==> src/rtl/usb_tx_engine.sv <==
// USB full-speed transmit engine: SYNC, LSB-first payload with bit stuffing,
// NRZI line coding and EOP (SE0, SE0, J) onto the D+/D- pad drive outputs.
module usb_tx_engine #(
    parameter int CLKS_PER_BIT = 8
) (
    input  logic       clk,
    input  logic       n_rst,
    input  logic       tx_start,
    input  logic [7:0] tx_data,
    input  logic       tx_valid,
    input  logic       tx_last,
    output logic       data_ack,
    output logic       d_plus_out,
    output logic       d_minus_out,
    output logic       tx_busy,
    output logic       tx_done,
    output logic       tx_error,
    output logic [2:0] fsm_state
);

    // Handshake: tx_data/tx_last are taken on the bit_tick edge at a byte boundary
    // when tx_valid is high; data_ack is high for the one cycle after that edge,
    // and upstream may present the next byte from then on.

    localparam int TW = (CLKS_PER_BIT > 2) ? $clog2(CLKS_PER_BIT) : 1;
    localparam logic [TW-1:0] TICK_AT = TW'(CLKS_PER_BIT - 1);
    localparam logic [1:0] LINE_J   = 2'b10;
    localparam logic [1:0] LINE_K   = 2'b01;
    localparam logic [1:0] LINE_SE0 = 2'b00;

    typedef enum logic [2:0] {
        IDLE    = 3'd0,
        SYNC    = 3'd1,
        DATA    = 3'd2,
        EOP_SE0 = 3'd3,
        EOP_J   = 3'd4
    } state_t;

    state_t        state;
    logic [TW-1:0] timer;
    logic [2:0]    bit_cnt;
    logic [2:0]    ones_cnt;
    logic [7:0]    shift_reg;
    logic          last_reg;
    logic          bit_tick;
    logic [1:0]    line;

    assign bit_tick  = (state != IDLE) && (timer == TICK_AT);
    assign line      = {d_plus_out, d_minus_out};
    assign fsm_state = state;

    // A logical 0 swaps J and K; a logical 1 keeps the current line state.
    function automatic logic [1:0] nrzi(input logic [1:0] cur, input logic b);
        return b ? cur : ~cur;
    endfunction

    function automatic logic [2:0] ones_next(input logic [2:0] cnt, input logic b);
        return b ? cnt + 3'd1 : 3'd0;
    endfunction

    always_ff @(posedge clk or negedge n_rst) begin
        if (!n_rst) begin
            state       <= IDLE;
            timer       <= '0;
            bit_cnt     <= '0;
            ones_cnt    <= '0;
            shift_reg   <= '0;
            last_reg    <= 1'b0;
            d_plus_out  <= 1'b1;
            d_minus_out <= 1'b0;
            tx_busy     <= 1'b0;
            data_ack    <= 1'b0;
            tx_done     <= 1'b0;
            tx_error    <= 1'b0;
        end else begin
            data_ack <= 1'b0;
            tx_done  <= 1'b0;
            tx_error <= 1'b0;

            if (state == IDLE) begin
                timer <= '0;
            end else begin
                timer <= bit_tick ? '0 : timer + TW'(1);
            end

            case (state)
                IDLE: begin
                    if (tx_start) begin
                        // First SYNC bit is a 0, so the line leaves J for K right away.
                        state                     <= SYNC;
                        tx_busy                   <= 1'b1;
                        bit_cnt                   <= '0;
                        ones_cnt                  <= '0;
                        {d_plus_out, d_minus_out} <= LINE_K;
                    end
                end

                SYNC: begin
                    if (bit_tick) begin
                        if (bit_cnt != 3'd7) begin
                            bit_cnt                   <= bit_cnt + 3'd1;
                            {d_plus_out, d_minus_out} <= nrzi(line, bit_cnt == 3'd6);
                            ones_cnt                  <= ones_next(ones_cnt, bit_cnt == 3'd6);
                        end else if (tx_valid) begin
                            state                     <= DATA;
                            shift_reg                 <= tx_data;
                            last_reg                  <= tx_last;
                            data_ack                  <= 1'b1;
                            bit_cnt                   <= '0;
                            {d_plus_out, d_minus_out} <= nrzi(line, tx_data[0]);
                            ones_cnt                  <= ones_next(ones_cnt, tx_data[0]);
                        end else begin
                            tx_error                  <= 1'b1;
                            state                     <= EOP_SE0;
                            bit_cnt                   <= '0;
                            {d_plus_out, d_minus_out} <= LINE_SE0;
                        end
                    end
                end

                DATA: begin
                    if (bit_tick) begin
                        // shift_reg[0] is the bit just sent; a stuffed bit holds it, so the
                        // byte-boundary decision comes after any owed stuff bit.
                        if (ones_cnt == 3'd6) begin
                            {d_plus_out, d_minus_out} <= ~line;
                            ones_cnt                  <= '0;
                        end else if (bit_cnt != 3'd7) begin
                            bit_cnt                   <= bit_cnt + 3'd1;
                            shift_reg                 <= {1'b0, shift_reg[7:1]};
                            {d_plus_out, d_minus_out} <= nrzi(line, shift_reg[1]);
                            ones_cnt                  <= ones_next(ones_cnt, shift_reg[1]);
                        end else if (last_reg) begin
                            state                     <= EOP_SE0;
                            bit_cnt                   <= '0;
                            {d_plus_out, d_minus_out} <= LINE_SE0;
                        end else if (tx_valid) begin
                            shift_reg                 <= tx_data;
                            last_reg                  <= tx_last;
                            data_ack                  <= 1'b1;
                            bit_cnt                   <= '0;
                            {d_plus_out, d_minus_out} <= nrzi(line, tx_data[0]);
                            ones_cnt                  <= ones_next(ones_cnt, tx_data[0]);
                        end else begin
                            tx_error                  <= 1'b1;
                            state                     <= EOP_SE0;
                            bit_cnt                   <= '0;
                            {d_plus_out, d_minus_out} <= LINE_SE0;
                        end
                    end
                end

                EOP_SE0: begin
                    if (bit_tick) begin
                        if (bit_cnt == 3'd0) begin
                            bit_cnt <= 3'd1;
                        end else begin
                            state                     <= EOP_J;
                            bit_cnt                   <= '0;
                            {d_plus_out, d_minus_out} <= LINE_J;
                        end
                    end
                end

                EOP_J: begin
                    if (bit_tick) begin
                        state    <= IDLE;
                        tx_done  <= 1'b1;
                        tx_busy  <= 1'b0;
                        ones_cnt <= '0;
                    end
                end

                default: begin
                    state                     <= IDLE;
                    tx_busy                   <= 1'b0;
                    {d_plus_out, d_minus_out} <= LINE_J;
                end
            endcase
        end
    end

endmodule
==> config.mk <==
export PLATFORM = sky130hd
export DESIGN_NAME = usb_tx_engine
export DESIGN_NICKNAME = d
export VERILOG_FILES = /design/src/rtl/usb_tx_engine.sv
export SDC_FILE = /design/constraint.sdc
export NUM_CORES = 1
export LEC_CHECK = 0
export BUFFER_PORTS_ARGS = -buffer_cell sky130_fd_sc_hd__buf_2
export CELL_PAD_IN_SITES_DETAIL_PLACEMENT = 0
export CELL_PAD_IN_SITES_GLOBAL_PLACEMENT = 1
export CORE_MARGIN = 10
export CORE_UTILIZATION = 25
export CTS_CLUSTER_DIAMETER = 40
export DETAILED_ROUTE_END_ITERATION = 6
export GPL_TIMING_DRIVEN = 0
export PLACE_DENSITY_LB_ADDON = 0.1
export REMOVE_ABC_BUFFERS = 1
export SYNTH_ARGS = -nofsm -noshare
export SYNTH_HDL_FRONTEND = slang
export SYNTH_SLANG_ARGS = --single-unit
==> constraint.sdc <==
create_clock -name clk -period 5.8 [get_ports clk]
set_clock_uncertainty 0.2 [all_clocks]
set_input_delay 0 -clock clk [delete_from_list [all_inputs] [get_ports clk]]
set_output_delay 0 -clock clk [all_outputs]
set_load 0.01 [all_outputs]
## Word level (Yosys, flattened, before mapping)

Index checks and enable logic that the tools add are counted.

| word-level totals | value |
|---|---|
| output and inout bits | 9 |
| word-level logic and storage cells | 152 |
| register bits | 27 |
| memory bits (read-only) | 0 |
| bits in latches | 0 |
| memories kept | 0 |
| input port bits | 13 |
| memory bits (writable) | 0 |

| operators by class | value |
|---|---|
| muxes and demuxes | 96 |
| order comparisons | 0 |
| multiply operators | 0 |
| equality and inequality tests | 23 |
| bitwise gates (word level) | 3 |
| shift-type cells | 0 |
| div/mod/pow operators | 0 |
| reductions and logical operators | 15 |
| add/subtract/negate cells | 3 |

Operator list:

| cell | count |
|---|---|
| 2-to-1 mux 3 bit | 29 |
| 2-to-1 mux 8 bit | 7 |
| 2-to-1 mux 1 bit | 47 |
| case mux 3 bit (4 select lines) | 2 |
| inequality test 2 bit (second input constant) | 10 |
| AND reduction 6 bit | 3 |
| case mux 8 bit (2 select lines) | 1 |
| case mux 3 bit (5 select lines) | 1 |
| equality test 3 bit (second input constant) | 4 |
| inequality test 3 bit (second input constant) | 4 |
| case mux 1 bit (5 select lines) | 2 |
| AND reduction 10 bit | 1 |
| adder 3 x 1 -> 3 bit (second input constant) | 3 |
| inequality test 4 bit (second input constant) | 2 |
| AND reduction 8 bit | 1 |
| nonzero test 4 bit | 2 |
| AND reduction 7 bit | 1 |
| equality test 3 x 2 -> 1 bit (second input constant) | 2 |
| logical NOT 3 bit | 2 |
| 2-to-1 mux 2 bit | 3 |
| case mux 1 bit (2 select lines) | 3 |
| equality test 3 x 1 -> 1 bit (second input constant) | 1 |
| case mux 1 bit (3 select lines) | 1 |
| AND reduction 3 bit | 1 |
| other kinds (6) | 7 |

## Longest topological paths before layout

Gate-level depths: netlist of run 1.

| depth | value |
|---|---|
| word-level depth | 8 |
| mapped depth | 8 |
| depth with buffers taken out | 7 |

## Worst setup path before layout of run 1

Ideal clock, no wire load.

| path | value |
|---|---|
| kind | reg2reg |
| from | register timer[0] |
| to | register ones_cnt[2] |
| slack | 3663 ps |
| arrival | 1810 ps |
| path buffers | 1 |
| period minus slack after synthesis | 2137 ps |
| setup time | 126 ps |
| required time | 5474 ps |
| stages on the path, launching flop included | 9 |
| cells stage by stage | dfrtp_1 -> ha_1 -> ha_1 -> clkdlybuf4s15_2 -> mux2_2 -> nand2_1 -> a32oi_1 -> nor4bb_1 -> a311o_1 |

| between the ends | value |
|---|---|
| longest elaborated chain between the ends | 4 |
| elaborated cells on any way between the ends | 6 |
| those cells by class | eq/ne: 4; reduce/logical: 2 |

RTL lines:

| item | line | RTL |
|---|---|---|
| start: declaration | 40 | `logic [TW-1:0] timer;` |
| start signal: assignment | 83 | `timer <= bit_tick ? '0 : timer + TW'(1);` |
| equality test 3 bit (*) | 48 | `assign bit_tick = (state != IDLE) && (timer == TICK_AT);` |
| logical AND 1 bit (*) | 48 |  |
| inequality test 2 bit (no source line) | n/a |  |
| AND reduction 6 bit (no source line) (*) | n/a |  |
| end signal: assignment | 103 | `ones_cnt <= ones_next(ones_cnt, bit_cnt == 3'd6);` |
| end signal: assignment | 111 | `ones_cnt <= ones_next(ones_cnt, tx_data[0]);` |
| end signal: assignment | 132 | `ones_cnt <= ones_next(ones_cnt, shift_reg[1]);` |
| end: declaration | 42 | `logic [2:0] ones_cnt;` |

Every way passes the cells marked *; elsewhere a longest branch is shown, timed or not.
A chain may end at the register's enable or synchronous reset.

## Worst setup path in the final report of run 1

| path | value |
|---|---|
| from | register bit_cnt[0] |
| to | register shift_reg[7] |

| between the ends | value |
|---|---|
| longest elaborated chain between the ends | 5 |
| elaborated cells on any way between the ends | 8 |
| those cells by class | eq/ne: 3; mux: 4; reduce/logical: 1 |

RTL lines:

| item | line | RTL |
|---|---|---|
| start: declaration | 41 | `logic [2:0] bit_cnt;` |
| start signal: assignment | 101 | `bit_cnt <= bit_cnt + 3'd1;` |
| start signal: assignment | 129 | `bit_cnt <= bit_cnt + 3'd1;` |
| inequality test 3 bit (*) | 100, 128 |  |
| 2-to-1 mux 8 bit | 128 | `end else if (bit_cnt != 3'd7) begin` |
| 2-to-1 mux 8 bit | 125 | `if (ones_cnt == 3'd6) begin` |
| 2-to-1 mux 8 bit | 122 | `if (bit_tick) begin` |
| case mux 8 bit (2 select lines) | 86 | `case (state)` |
| end signal: assignment | 106 | `shift_reg <= tx_data;` |
| end signal: assignment | 130 | `shift_reg <= {1'b0, shift_reg[7:1]};` |
| end signal: assignment | 138 | `shift_reg <= tx_data;` |
| end: declaration | 43 | `logic [7:0] shift_reg;` |

Every way passes the cells marked *; elsewhere a longest branch is shown, timed or not. The select of a mux whose other input is x is not followed.

==> flow_metrics.env, run 1 <==
export IMPL_outcome="completed"
export IMPL_place_ws_ns=3.071
export IMPL_cts_buffers=3
export IMPL_rsz0062_at_grt="no"
export IMPL_post_cts_buffers=0
export IMPL_hold_class="input pin to flop"
export IMPL_synthCells=171
export IMPL_wl_per_cell_um=16.13
export IMPL_crit_path_top_delay_cell="dlygate4sd3_1"
export IMPL_grtUsageMet2_pct=15.16
export IMPL_fin_crit_sh_pct=49.51
export IMPL_io_buffer_count=21
export IMPL_reg2reg_slack_ns=2.93
export IMPL_avgViaCountPerCell=5.203
export IMPL_yosys_mux_area_fraction_pct=4.451
export IMPL_irDropWorstVdd_uv=166.5
export IMPL_vias=1436
export IMPL_clkSinkCount=26
export IMPL_synth_xor_xnor_area_share_pct=0.5193
export IMPL_use_met1_pct=10.70
export IMPL_yosysWarnings=0
export IMPL_syn2layout_area_growth_pct=17.06
export IMPL_fin_crit_ns=2.871
export IMPL_slew_headroom_pct=45.28
export IMPL_grt_first_pass_wirelength_um=7403
export IMPL_grt_overflow_total=0
export IMPL_timing_final_ws_setup_ns=2.929
export IMPL_synth_adder_area_share_pct=5.935
export IMPL_largest_reg_flops=7
export IMPL_end_kind="flop"
export IMPL_hpwl_um=3248
export IMPL_grt_pass1_vias=1462
export IMPL_slowest_delay_ns=0.58
export IMPL_clk_insertion_delay_late_ns=0.28
export IMPL_clock_path_buffers=2
export IMPL_timing_fmax_ghz=0.3483
export IMPL_synthSimpleGateAreaFrac_pct=21.66
export IMPL_drt_total_wl_um=4451
export IMPL_tightest_slew_ns=0.8208
export IMPL_post_cts_resized=0
export IMPL_drc=0
export IMPL_avgSynthCellArea_um2=9.863
export IMPL_seq_area_frac_synth_pct=38.65
export IMPL_power_leakage_nw=0.8698
export IMPL_ys_seq_elements=26
export IMPL_synthDistinctLibCells=57
export IMPL_crit_family="simple AND/OR/NAND/NOR gates"
export IMPL_cts_hold_buf=12
export IMPL_die_y_um=102.1
export IMPL_drtPass1Iterations=4
export IMPL_synth_edf_count=0
export IMPL_synth_top_family_by_area="compound AO/OA/AOI/OAI gates"
export IMPL_hold_viol=0
export IMPL_cts_tree="done"
export IMPL_initial_utilization_pct=26.11
export IMPL_synth_ff_type="dfrtp_1"
export IMPL_cp_data_required_time_ns=5.80
export IMPL_drtAntennaViolNets=0
export IMPL_die_x_um=102.1
export IMPL_path_clk_slew_ns=0.10
export IMPL_busiest_layer="met2"
export IMPL_setup_viol=0
export IMPL_diodes=0
export IMPL_path_common_cell="ha_1"
export IMPL_crit_path_start_kind="flop"
export IMPL_tns_ns=0
export IMPL_worstPathMaxFanout=16
export IMPL_grt_util_met3_pct=2.429
export IMPL_core_rowCount=29
export IMPL_fin_nets=221
export IMPL_final_max_slew_viol_count=0
export IMPL_synth_compound_area_share_pct=22.55
export IMPL_netlist_area_um2=1687
export IMPL_drv_cap=0
export IMPL_drt_initial_drc_count=50
export IMPL_cts_root_buf="clkbuf_8"
export IMPL_gp_congestion=0.8046
export IMPL_criticalPathCategory="flop to flop"
export IMPL_cts_max_level=1
export IMPL_cp_cell_sequence="ha_1 > ha_1 > nand2_1 > a32oi_1 > nor2b_1 > nand4_1 > dlygate4sd3_1 > o21ai_0"
export IMPL_cp_num_buf_inv=1
export IMPL_num_io_pins=22
export IMPL_postSynth_asyncResetShare_pct=100.0
export IMPL_grt_usage_pct=8.883
export IMPL_grt_max_degree=27
export IMPL_antenna_found_initial=0
export IMPL_power_density_nw_per_um2=393.6
export IMPL_critPathArrivalTime_ns=2.87
export IMPL_core_um2=6459
export IMPL_die_area_um2=10430
export IMPL_drive_gt1_share_pct=22.11
-- through the flow --
stage	cell area (um2)	hold slack, ns	util, %	power (W)	std cells
6_report	1974	0.03109	30.57	0.0007772	276
5_1_grt	1974	0.04418	30.57	0.0008476	276
4_1_cts	1974	0.01446	30.57	0.0007907	276
3_5_place_dp	1809	-0.1474	28.01	0.0006677	260
3_3_place_gp	1809	-0.1525	28.01	0.0006548	260
2_1_floorplan	1608	-0.4956	-	0.0005540	162
-- layout by cell type (no fill, tap or decap), types with 8 or more instances in the layout --
cell / n
buf_2: 21
ha_1: 8
o21ai_0: 11
dfrtp_1: 25
nand2_1: 15
nor2_1: 15
dlygate4sd3_1: 12
-- layer usage --
layer | vias up | wire (um)
met3 | 4 | 206
met1 | 718 | 2103
li1 | 690 | -
met5 | - | 0
met2 | 24 | 2116
met4 | 0 | 24
-- power by group --
group	switching (W)	leakage, nW	internal [W]	total [W]
sequential	0.0000733	0.334	0.000230	0.000304
clock	0.0000635	0.0228	0.0000494	0.000113
combinational	0.000193	0.513	0.000167	0.000360
total	0.000330	0.870	0.000447	0.000777
-- path summary, 6_finish.rpt --
path	depth (start not counted)	from	end
min in group asynchronous	2	n_rst	bit_cnt[2]
setup / recovery	8	bit_cnt[0]	shift_reg[7]
setup reg to reg	8	bit_cnt[0]	shift_reg[7]
hold / removal	4	tx_data[0]	ones_cnt[2]
hold reg to reg	1	timer[0]	timer[0]
max in group asynchronous	2	n_rst	d_minus_out
-- cells in the mapped netlist (2+ instances only) --
library cell | instances | area, um2
mux2_1 | 2 | 22.52
mux2_2 | 2 | 22.52
nor3_1 | 3 | 15.01
mux2_4 | 2 | 30.03
a2bb2oi_1 | 7 | 61.31
a32oi_1 | 2 | 17.52
o21ai_0 | 11 | 55.05
o21ai_1 | 2 | 10.01
nor2_1 | 15 | 56.30
a21oi_1 | 7 | 35.03
nand3_1 | 3 | 15.01
ha_1 | 8 | 100.1
dfrtp_1 | 25 | 625.6
buf_2 | 4 | 20.02
nor2b_1 | 7 | 43.79
o22ai_1 | 7 | 43.79
nand2_1 | 15 | 56.30
buf_6 | 3 | 33.78
o31ai_1 | 2 | 15.01
inv_1 | 7 | 26.28
-- final cells by class --
class | instances | area (um2)
clock buffer | 4 | 45.04
fill | 701 | 4484
inverter | 7 | 26.28
multi-input combinational | 129 | 929.6
sequential | 26 | 651.9
tap | 77 | 96.34
timing repair buffer | 33 | 225.2
-- cell families (layout without fill, tap and decap cells) --
family	after synthesis	after routing
adder cells (fa/ha/maj)	8	8
buffers and inverters	16	44
XOR/XNOR	1	1
AO/OA/AOI/OAI	52	52
AND/OR/NAND/NOR	62	62
multiplexers	6	6
flip-flops	26	26
-- worst register-to-register path, cell delays in order (launching register included) --
cell           delay [ns]
dfrtp_1              0.42
ha_1                 0.21
ha_1                 0.39
nand2_1              0.19
a32oi_1              0.11
nor2b_1              0.48
nand4_1              0.14
dlygate4sd3_1        0.58
o21ai_0              0.07
Note: power is estimated with default switching activity, not from simulation.
==> inputs of run 2 (changes only) <==
clock period = 2.6 ns   (was 5.8 ns; I/O delays follow)
==> run 2 against run 1 <==
Compared with the run above:
- register-to-register slack got worse by 2.7 ns
- first-iteration DRC count shrank 2.0%
- non-clock buffer count fell by 1
- global-route usage barely moved
- die area is the same
- maximum frequency rose by 22%
- hold slack lost 0.0029 ns
- sequential share of layout area rose by 0.13 points
- core utilization did not move
- combinational power up 120%
- critical path depth fell by 1
- power rose by 120%
- largest power group unchanged
- highest routed layer unchanged
==> flow_metrics.env, run 2 (same netlist as run 1, synthesis figures left out) <==
export IMPL_tightest_slew_ns=0.6860
export IMPL_slew_headroom_pct=53.99
export IMPL_drt_total_wl_um=4425
export IMPL_die_y_um=102.1
export IMPL_grt_util_met3_pct=2.429
export IMPL_criticalPathCategory="flop to flop"
export IMPL_hold_class="input pin to flop"
export IMPL_postPlaceCellArea_um2=1809
export IMPL_cp_data_required_time_ns=2.60
export IMPL_grt_pass1_vias=1452
export IMPL_crit_start="bit_cnt[0]"
export IMPL_die_area_um2=10430
export IMPL_fin_crit_ns=2.361
export IMPL_rsz0062_at_grt="no"
export IMPL_clkSinkCount=26
export IMPL_holdWs_ns=0.02815
export IMPL_grt_first_pass_wirelength_um=7369
export IMPL_drt_initial_drc_count=49
export IMPL_clock_path_buffers=2
export IMPL_vias=1413
export IMPL_worstPathMaxFanout=16
export IMPL_drive_gt1_share_pct=24.75
export IMPL_cts_max_level=1
export IMPL_rr_endpoint="shift_reg[6]"
export IMPL_grt_max_degree=27
export IMPL_fin_nets=220
export IMPL_grt_overflow_total=0
export IMPL_drtPass1Iterations=4
export IMPL_r2r_cells=7
export IMPL_io_buffer_count=21
export IMPL_worstHoldStart="tx_data[0]"
export IMPL_fin_crit_sh_pct=90.80
export IMPL_avgViaCountPerCell=5.138
export IMPL_stdcell_count=275
export IMPL_use_met1_pct=10.74
export IMPL_antenna_found_initial=0
export IMPL_largest_reg_flops=7
export IMPL_timing_final_ws_setup_ns=0.2392
export IMPL_cts_buffers=3
export IMPL_timing_fmax_ghz=0.4236
export IMPL_grt_usage_pct=8.855
export IMPL_power_leakage_nw=0.8636
export IMPL_setup_viol=0
export IMPL_p_total_w=0.001742
export IMPL_critPathArrivalTime_ns=2.36
export IMPL_final_cell_mix="dfrtp_1, buf_2, nor2_1, nand2_1"
export IMPL_end_kind="flop"
export IMPL_design_area_um2=1974
export IMPL_diodes=0
export IMPL_place_ws_ns=-0.1293
export IMPL_post_cts_buffers=0
export IMPL_clk_insertion_delay_late_ns=0.28
export IMPL_drv_cap=0
export IMPL_drtAntennaViolNets=0
export IMPL_multiInputGateArea_um2=937.1
export IMPL_core_rowCount=29
export IMPL_num_fill_cells=701
export IMPL_crit_path_start_kind="flop"
export IMPL_outcome="completed"
export IMPL_initial_utilization_pct=26.11
export IMPL_reg2reg_slack_ns=0.24
export IMPL_final_max_slew_viol_count=0
export IMPL_hpwl_um=3248
export IMPL_crit_path_end="shift_reg[6]"
export IMPL_drc=0
export IMPL_final_common_cell="dfrtp_1"
export IMPL_busiest_layer="met2"
export IMPL_power_density_nw_per_um2=882.4
export IMPL_core_um2=6459
export IMPL_path_clk_slew_ns=0.10
export IMPL_num_io_pins=22
export IMPL_cts_tree="done"
export IMPL_die_x_um=102.1
export IMPL_irDropWorstVdd_uv=371.1
export IMPL_rr_startpoint="bit_cnt[0]"
export IMPL_cts_root_buf="clkbuf_8"
export IMPL_grtUsageMet2_pct=15.01
export IMPL_gp_congestion=0.8046
export IMPL_syn2layout_area_growth_pct=17.06
export IMPL_wl_per_cell_um=16.09
export IMPL_seq_area_um2=654.4
export IMPL_dpl_cell_count=260
export IMPL_hold_viol=0
-- run 2: changes by cell type in the layout (fill, tap and decap cells not counted), sizes merged --
cell	delta
dlygate4sd3	-1
-- run 2: what timing repair did --
item,in CTS,in global routing
pin swaps,0,0
resized for setup,1,4
setup endpoints to repair,7,12
hold buffers,11,0
endpoints found under the hold margin,36,0
-- run 2: how the worst min path moves through the flow --
stage                              end  slack, ns  cells after the start
final                      ones_cnt[2]       0.03                      4
after detailed placement  shift_reg[7]      -0.15                      1
after floorplan             bit_cnt[0]      -0.50                      0
after CTS                  ones_cnt[2]       0.01                      4
after global routing       ones_cnt[2]       0.04                      4
after global placement    shift_reg[6]      -0.15                      1
-- run 2: final cells by class --
type	instances	share of cell area (%)
sequential	26	33.14
timing repair buffer	32	10.90
tap	77	4.880
multi-input combinational	129	47.47
inverter	7	1.331
clock buffer	4	2.281
-- run 2: where the power goes --
group | total [W] | switching [W] | internal, W
registers | 0.000680 | 0.000163 | 0.000517
clock network | 0.000254 | 0.000144 | 0.000110
logic | 0.000808 | 0.000432 | 0.000376
-- run 2: worst max-delay path, stage by stage (launching register included) --
cell and delay, ns:
dfrtp_1 0.42, ha_1 0.22, ha_2 0.28, nand2_1 0.13, a32oi_1 0.12, nor2b_2 0.32
a21boi_2 0.39, a2bb2oi_1 0.20
-- run 2: through the flow --
stage	TNS (ns)	utilization (%)
floorplan	0	-
global placement	-0.4999	28.01
detailed placement	-0.6890	28.01
CTS	0	30.45
global route	0	30.57
finish	0	30.57
-- run 2: metal layers --
layer | share of wire (%) | vias to the layer above
li1 | - | 688
met1 | 48 | 702
met2 | 48 | 19
met3 | 4.2 | 4
met4 | 0.54 | 0
met5 | 0 | -
